===== src/rtl/baggage_drop_seq.sv =====
// Sequential baggage drop controller: averages non-zero sensors, computes t = sqrt(height)/2.
// Define BAGGAGE_DROP_DIAG_EN to add the height_out / valid_cnt diagnostic ports.
module baggage_drop_seq #(
    parameter int N_SENS = 4,
    parameter int SW     = 8,
    parameter int FRAC   = 8,
    parameter int TW     = 16
) (
    input  logic                 clk,
    input  logic                 rst_n,
    input  logic                 start,
    input  logic [N_SENS*SW-1:0] sensors,
    input  logic [TW-1:0]        t_lim,
    input  logic                 drop_en,
    output logic                 busy,
    output logic                 done,
    output logic [TW-1:0]        t_out,
    output logic                 drop_activated,
    output logic [6:0]           seven_seg1,
    output logic [6:0]           seven_seg2,
    output logic [6:0]           seven_seg3,
    output logic [6:0]           seven_seg4
`ifdef BAGGAGE_DROP_DIAG_EN
    ,
    output logic [SW-1:0]        height_out,
    output logic [4:0]           valid_cnt
`endif
);

    localparam int SUMW = SW + $clog2(N_SENS);
    localparam int CW   = $clog2(N_SENS + 1);
    localparam int DW   = SUMW + CW;
    localparam int XW   = SW + 2 * FRAC;
    localparam int RW   = SW / 2 + FRAC;
    localparam int SQ   = XW / 2;

    typedef enum logic [2:0] {IDLE, SUM, CHK, DIV, SQRT, DEC, ERR} state_t;

    state_t                r_state;
    logic [N_SENS*SW-1:0]  r_sens;
    logic [TW-1:0]         r_tLim;
    logic                  r_dropEn;
    logic [SUMW-1:0]       r_sum;
    logic [CW-1:0]         r_cnt;
    logic [7:0]            r_step;
    logic [DW-1:0]         r_num;
    logic [DW-1:0]         r_den;
    logic [XW-1:0]         r_x;
    logic [XW-1:0]         r_res;
    logic [XW-1:0]         r_bit;
    logic                  r_busy;
    logic                  r_done;
    logic [TW-1:0]         r_tOut;
    logic                  r_drop;
    logic [27:0]           r_seg;
`ifdef BAGGAGE_DROP_DIAG_EN
    logic [SW-1:0]         r_height;
    logic [SW-1:0]         r_heightOut;
    logic [4:0]            r_validCnt;
`endif

    logic [SW-1:0]         w_curSens;
    logic                  w_divGe;
    logic [XW-1:0]         w_trial;
    logic                  w_sqGe;
    logic [TW-1:0]         w_tVal;
    logic                  w_drop;

    assign w_curSens = r_sens[SW-1:0];
    assign w_divGe   = (r_num >= r_den);
    assign w_trial   = r_res + r_bit;
    assign w_sqGe    = (r_x >= w_trial);
    assign w_tVal    = TW'(r_res[RW-1:1]);
    assign w_drop    = r_dropEn & (w_tVal <= r_tLim);

    // Division shifts the divisor down one bit per cycle; quotient bits land
    // directly in the square-root radicand, already scaled by 2*FRAC.
    always_ff @(posedge clk or negedge rst_n) begin
        if (!rst_n) begin
            r_state  <= IDLE;
            r_sens   <= '0;
            r_tLim   <= '0;
            r_dropEn <= 1'b0;
            r_sum    <= '0;
            r_cnt    <= '0;
            r_step   <= '0;
            r_num    <= '0;
            r_den    <= '0;
            r_x      <= '0;
            r_res    <= '0;
            r_bit    <= '0;
            r_busy   <= 1'b0;
            r_done   <= 1'b0;
            r_tOut   <= '0;
            r_drop   <= 1'b0;
            r_seg    <= '0;
`ifdef BAGGAGE_DROP_DIAG_EN
            r_height    <= '0;
            r_heightOut <= '0;
            r_validCnt  <= '0;
`endif
        end else begin
            r_done <= 1'b0;
            case (r_state)
                IDLE: begin
                    if (start && !r_done) begin
                        r_sens   <= sensors;
                        r_tLim   <= t_lim;
                        r_dropEn <= drop_en;
                        r_sum    <= '0;
                        r_cnt    <= '0;
                        r_step   <= 8'(N_SENS - 1);
                        r_busy   <= 1'b1;
                        r_state  <= SUM;
                    end
                end
                SUM: begin
                    if (w_curSens != '0) begin
                        r_sum <= r_sum + SUMW'(w_curSens);
                        r_cnt <= r_cnt + CW'(1);
                    end
                    r_sens <= r_sens >> SW;
                    if (r_step == 8'd0) begin
                        r_state <= CHK;
                    end else begin
                        r_step <= r_step - 8'd1;
                    end
                end
                CHK: begin
                    r_num  <= DW'(r_sum);
                    r_den  <= DW'(r_cnt) << (SUMW - 1);
                    r_x    <= '0;
                    r_res  <= '0;
                    r_bit  <= XW'(1) << (XW - 2);
                    r_step <= 8'(SUMW - 1);
`ifdef BAGGAGE_DROP_DIAG_EN
                    r_height <= '0;
`endif
                    r_state <= (r_cnt == '0) ? ERR : DIV;
                end
                DIV: begin
                    if (w_divGe) begin
                        r_num <= r_num - r_den;
                    end
                    r_x   <= r_x | (XW'(w_divGe) << (32'(r_step) + 2 * FRAC));
                    r_den <= r_den >> 1;
`ifdef BAGGAGE_DROP_DIAG_EN
                    r_height <= r_height | (SW'(w_divGe) << r_step);
`endif
                    if (r_step == 8'd0) begin
                        r_step  <= 8'(SQ - 1);
                        r_state <= SQRT;
                    end else begin
                        r_step <= r_step - 8'd1;
                    end
                end
                SQRT: begin
                    if (w_sqGe) begin
                        r_x   <= r_x - w_trial;
                        r_res <= (r_res >> 1) + r_bit;
                    end else begin
                        r_res <= r_res >> 1;
                    end
                    r_bit <= r_bit >> 2;
                    if (r_step == 8'd0) begin
                        r_state <= DEC;
                    end else begin
                        r_step <= r_step - 8'd1;
                    end
                end
                DEC: begin
                    r_tOut <= w_tVal;
                    r_drop <= w_drop;
                    r_seg  <= w_drop ? {7'h5E, 7'h50, 7'h3F, 7'h73}
                                     : {7'h38, 7'h3F, 7'h39, 7'h76};
`ifdef BAGGAGE_DROP_DIAG_EN
                    r_heightOut <= r_height;
                    r_validCnt  <= 5'(r_cnt);
`endif
                    r_done  <= 1'b1;
                    r_busy  <= 1'b0;
                    r_state <= IDLE;
                end
                ERR: begin
                    r_tOut <= '1;
                    r_drop <= 1'b0;
                    r_seg  <= {4{7'h40}};
`ifdef BAGGAGE_DROP_DIAG_EN
                    r_heightOut <= '0;
                    r_validCnt  <= '0;
`endif
                    r_done  <= 1'b1;
                    r_busy  <= 1'b0;
                    r_state <= IDLE;
                end
                default: r_state <= IDLE;
            endcase
        end
    end

    assign busy           = r_busy;
    assign done           = r_done;
    assign t_out          = r_tOut;
    assign drop_activated = r_drop;
    assign seven_seg1     = r_seg[27:21];
    assign seven_seg2     = r_seg[20:14];
    assign seven_seg3     = r_seg[13:7];
    assign seven_seg4     = r_seg[6:0];
`ifdef BAGGAGE_DROP_DIAG_EN
    assign height_out     = r_heightOut;
    assign valid_cnt      = r_validCnt;
`endif

endmodule


===== config.mk =====
export PLATFORM = sky130hd
export DESIGN_NAME = baggage_drop_seq
export DESIGN_NICKNAME = d
export VERILOG_FILES = /design/src/rtl/baggage_drop_seq.sv
export SDC_FILE = /design/constraint.sdc
export NUM_CORES = 1
export LEC_CHECK = 0
export BUFFER_PORTS_ARGS = -buffer_cell sky130_fd_sc_hd__buf_2
export CAP_MARGIN = 10
export CORE_ASPECT_RATIO = 1.5
export CORE_UTILIZATION = 45
export DETAILED_ROUTE_END_ITERATION = 10
export GPL_ROUTABILITY_DRIVEN = 0
export PLACE_DENSITY = 0.65
export SYNTH_ARGS = -nofsm -noshare
export SYNTH_HDL_FRONTEND = slang
export SYNTH_SLANG_ARGS = --single-unit

===== constraint.sdc =====
create_clock -name clk -period 3.9 [get_ports clk]
set_clock_uncertainty 0.05 [all_clocks]
set_input_delay 0.195 -clock clk [delete_from_list [all_inputs] [get_ports clk]]
set_output_delay 0.195 -clock clk [all_outputs]
set_load 0.005 [all_outputs]

After elaboration in Yosys (flattened, before gate mapping):

Cells that the tools add are included.
Widths: inputs -> output; s select.

* output and inout port bits: 47
* word-level logic and storage cells: 101
* bits in registers: 218
* input bits: 52

* shift operators: 1
* equality and inequality tests: 14
* $add $sub $neg: 8
* muxes and demuxes: 33
* bitwise logic cells: 2
* $lt $le $gt $ge: 3
* reductions and logical operators: 23

Operators by type and width (count)
* $pmux 24 s2: 2
* $pmux 24 s3: 1
* $pmux 32 s2: 1
* $pmux 28 s2: 1
* $pmux 13 s2: 2
* $mux 24: 2
* $mux 32: 1
* $pmux 16 s2: 1
* $pmux 8 s4: 1
* $mux 28: 1
* $add 23x24->24: 1
* $add 24x24->24: 1
* $ge 24x24->1: 1
* $mux 8: 3
* $or 24x24->24: 1
* $shl 1x9->24: 1
* $sub 24x24->24: 1
* $mux 3: 7
* $mux 10: 2
* $pmux 10 s2: 1
* $le 11x16->1: 1
* $ne 2x2->1 const B: 8
* $pmux 3 s5: 1
* $ge 13x13->1: 1
* 25 further kinds: 41

Depth between registers and ports, before layout:

* depth after elaboration: 4
* mapped depth: 19
* gate-level depth less buffers: 18

Least setup slack after synthesis:

No wires, ideal clock.

* kind: reg2reg
* start: register r_res[2]
* end: register r_res[14]
* cell stages (with the launch flop): 19
* slack: -167 ps
* data required time: 3729 ps
* data arrival time: 3896 ps
* buffers on the path: 2
* path through: dfrtp_1 ha_1 a31oi_1 o21bai_1 a31o_2 a21oi_1 o21bai_1 a41o_1 xnor2_1 ha_1 clkbuf_1 o21a_1 o21a_1 o21ai_0 nor2_1 a211oi_4 buf_2 o21ai_1 a22o_1

* longest elaborated chain between the ends: 4
* elaborated cells between the ends (all ways): 5
* those cells by class: add/sub (2); order compare (1); mux (2)

Ends and longest elaborated chain
* from (decl): line 49 `logic [XW-1:0] r_res;`
* from (signal assigned): line 160 `r_res <= (r_res >> 1) + r_bit;`
* from (signal assigned): line 162 `r_res <= r_res >> 1;`
* $add 24x24->24: line 71 `assign w_trial = r_res + r_bit;`
* $ge 24x24->1: line 72 `assign w_sqGe = (r_x >= w_trial);`
* $mux 24 (*): line 158 `if (w_sqGe) begin`
* $pmux 24 s2 (*): line 104 `case (r_state)`

Mark *: on every way between the ends. The rest lies on a longest branch, timed or not.
A chain may end at the register's enable or synchronous reset.

Worst setup path in the final report:

* start: register r_res[0]
* end: register r_res[18]

* longest elaborated chain between the ends: 4

Ends and longest elaborated chain (line)
* $add 24x24->24: 71
* $ge 24x24->1: 72
* $mux 24: 158
* $pmux 24 s2: 104

Every way passes these cells.

==> flow_summary.ini <==
[status]
status = finished, violations left
violations = negative setup slack

[timing]
rsz0062_at_grt = true
max_freq_ghz = 0.242
setup-violations-final = 47
setup_tns_ps = -8670
slew_violations = 0
fin_crit_ps = 4130
hold_violations = 0
worst_pin_slew_ps = 847
period_share = 1.06
slew_headroom = 0.421
timing.final.ws_setup_ps = -229

[power_and_ir_drop]
ir_drop_uv = 530
p_per_area_nw_per_um2 = 824
p_total_mw = 12.0
leakage_nw = 6.74

[drt]
dr.pass1.iters = 5
drt_iter0_drc = 565
totalWireLength_um = 34300
postRouteAntennaNets = 0
drcViolationCount = 0
wl_per_cell_um = 18.0
routed-via-count = 10900
avgViaCountPerCell = 5.72

[setup_path]
cp_max_fo = 7
cpPeakStageDelay_ps = 420
path_common_cell = ha_4
crit_arrival_ps = 4390
critPathBufInv = 2
critical_path.top_delay_family = compound AO/OA/AOI/OAI gates
crit_chain = ha_4, ha_4, a21oi_4, o21bai_2, a31o_2, a31oi_4, nor2_1, o21ai_1, xor2_2, ha_4, a211oi_4, o211ai_1, a221oi_2, a21oi_4, a211oi_4, buf_6, clkbuf_16, mux2i_1, o21ai_1
criticalPathCategory = register to register
worstSetupEndpointType = register
setup.worst_path.start_class = register
required_ps = 4160
cp_slowest_cell = dfrtp_1

[run]
drv_cap = 0

[synthesis]
async_flop_share = 1.00
synth_cells = 1360
ys.flop_type = dfrtp_1
synth_area_per_cell_um2 = 8.59
syn_area_um2 = 11700
ys_seq_area_frac = 0.379
synth.ff_latch_count = 177
synth_edf_count = 0
synth_cell_types = 74
yosysWarnings = 0

[cells_and_area]
area_growth_pct = 25.2
antennaDiodeCount = 0
layout_common_cells = dfrtp_1, nand2_1, nor2_1
final_common_cell = dfrtp_1
stdcell_area_um2 = 14600
drive_gt1_frac = 0.203
nets = 1702
fillers = 2229
final_cells = 1902

[floorplan]
rows = 71
die_y_um = 199
die-area_um2 = 26600
boundaryPins = 99
die_w_um = 134
initial_utilization = 0.461
fp.coreArea_um2 = 25300

[global_routing]
grt_antenna_before_repair = 0
grt_overflow = 0
grt_max_degree = 81
grt_busiest_layer = met2
grt_pass1_vias = 11000
grt_pass1_wl_um = 54700
grt_use_met2 = 0.486
grtUsageMet1 = 0.290
met3_usage = 0.0335
grtUsageTotal = 0.261

[clocking]
clk_latency_ps = 450
clk_pin_slew_ps = 70
cts_buffers = 17
cts_tree = built
clk_path_buf_depth = 2
clock_sinks = 177
htree_num_levels = 4
cts_root_buf = clkbuf_16

[place]
portBuffers = 96
place_area_um2 = 13000
dp_hpwl_um = 24200
dp_cells = 1799
pre_cts_ws_ps = -365

[hold_path]
min_path_type = input port to asynchronous set/reset pin
-- logic make-up after synthesis --
kind of cell / Yosys count / share of synthesized area
mux: 10 / 0.00857
simple gates: 435 / 0.165
fa+ha+maj: 89 / 0.0973
other cells: 1 / 0.000321
flops: 177 / 0.379
compound gates: 424 / 0.234
xor+xnor: 77 / 0.0578
buf+inv: 147 / 0.0580
-- cell usage after synthesis, types with 10 or more instances --
cell | number | share of area
dfrtp_1 | 177 | 0.38
nand2_1 | 163 | 0.052
nor2_1 | 142 | 0.046
o21ai_0 | 108 | 0.046
a21oi_1 | 96 | 0.041
ha_1 | 86 | 0.092
inv_1 | 54 | 0.017
clkbuf_1 | 49 | 0.016
o22ai_1 | 46 | 0.025
xnor2_1 | 41 | 0.031
nand3_1 | 39 | 0.017
xor2_1 | 36 | 0.027
a22o_1 | 31 | 0.023
buf_4 | 31 | 0.020
a31oi_1 | 20 | 0.011
nor2b_1 | 18 | 0.0096
a21o_1 | 16 | 0.010
o21bai_1 | 16 | 0.010
nor3_1 | 14 | 0.0060
nand2b_1 | 11 | 0.0059
nand4_1 | 11 | 0.0059
mux2i_1 | 10 | 0.0086
o21a_1 | 10 | 0.0064
-- sequential cells by signal, summed over array words and instances (netlist names), 5 cells and up --
name    cells
t_out      12
r_den      12
r_res      24
r_sum      10
r_step      8
r_sens     32
r_num      13
r_seg       5
r_bit      12
r_x        24
r_tLim     16
-- metal layers --
metal	wire, um	vias to the layer above	share of wire
li1	-	5218	-
met1	13300	5286	0.39
met2	18400	281	0.54
met3	1220	98	0.035
met4	1310	0	0.038
met5	0	-	0
-- path summary, 6_finish.rpt --
check / start / endpoint / slack, ps / cells after the start
setup / recovery: r_res[0] / r_res[18] / -230 / 19
hold / removal: rst_n / r_res[21] / 270 / 2
setup reg to reg: r_res[0] / r_res[18] / -230 / 19
hold reg to reg: r_tLim[11] / r_tLim[11] / 430 / 2
max in group asynchronous: rst_n / r_res[2] / 2620 / 3
min in group clk: r_tLim[11] / r_tLim[11] / 430 / 2
-- final cells by class --
class                           count  area [um2]  share of cell area
Multi-Input combinational cell   1037        6870               0.470
Timing Repair Buffer              271        2070               0.142
Clock buffer                       17         425              0.0291
Sequential cell                   177        4430               0.303
Tap cell                          328         410              0.0281
Clock inverter                     15         196              0.0134
Inverter                           57         214              0.0146
-- power breakdown --
group	switching [mW]	internal (mW)
logic	4.05	3.15
clock network	0.841	0.975
registers	0.570	2.46
total	5.46	6.59
-- through the flow --
stage	utilization	hold slack, ps
detailed placement	0.512	190
floorplan	-	-151
global route	0.578	332
global placement	0.512	180
CTS	0.570	306
finish	0.578	270
-- what timing repair did --
item,CTS,global route
buffers inserted,15,4
setup endpoints to repair,48,48
pin swaps,36,17
resized for setup,54,34
cloned,2,2
hold buffers,50,0
hold endpoints to repair,113,0
(Power assumes the default switching activity.)
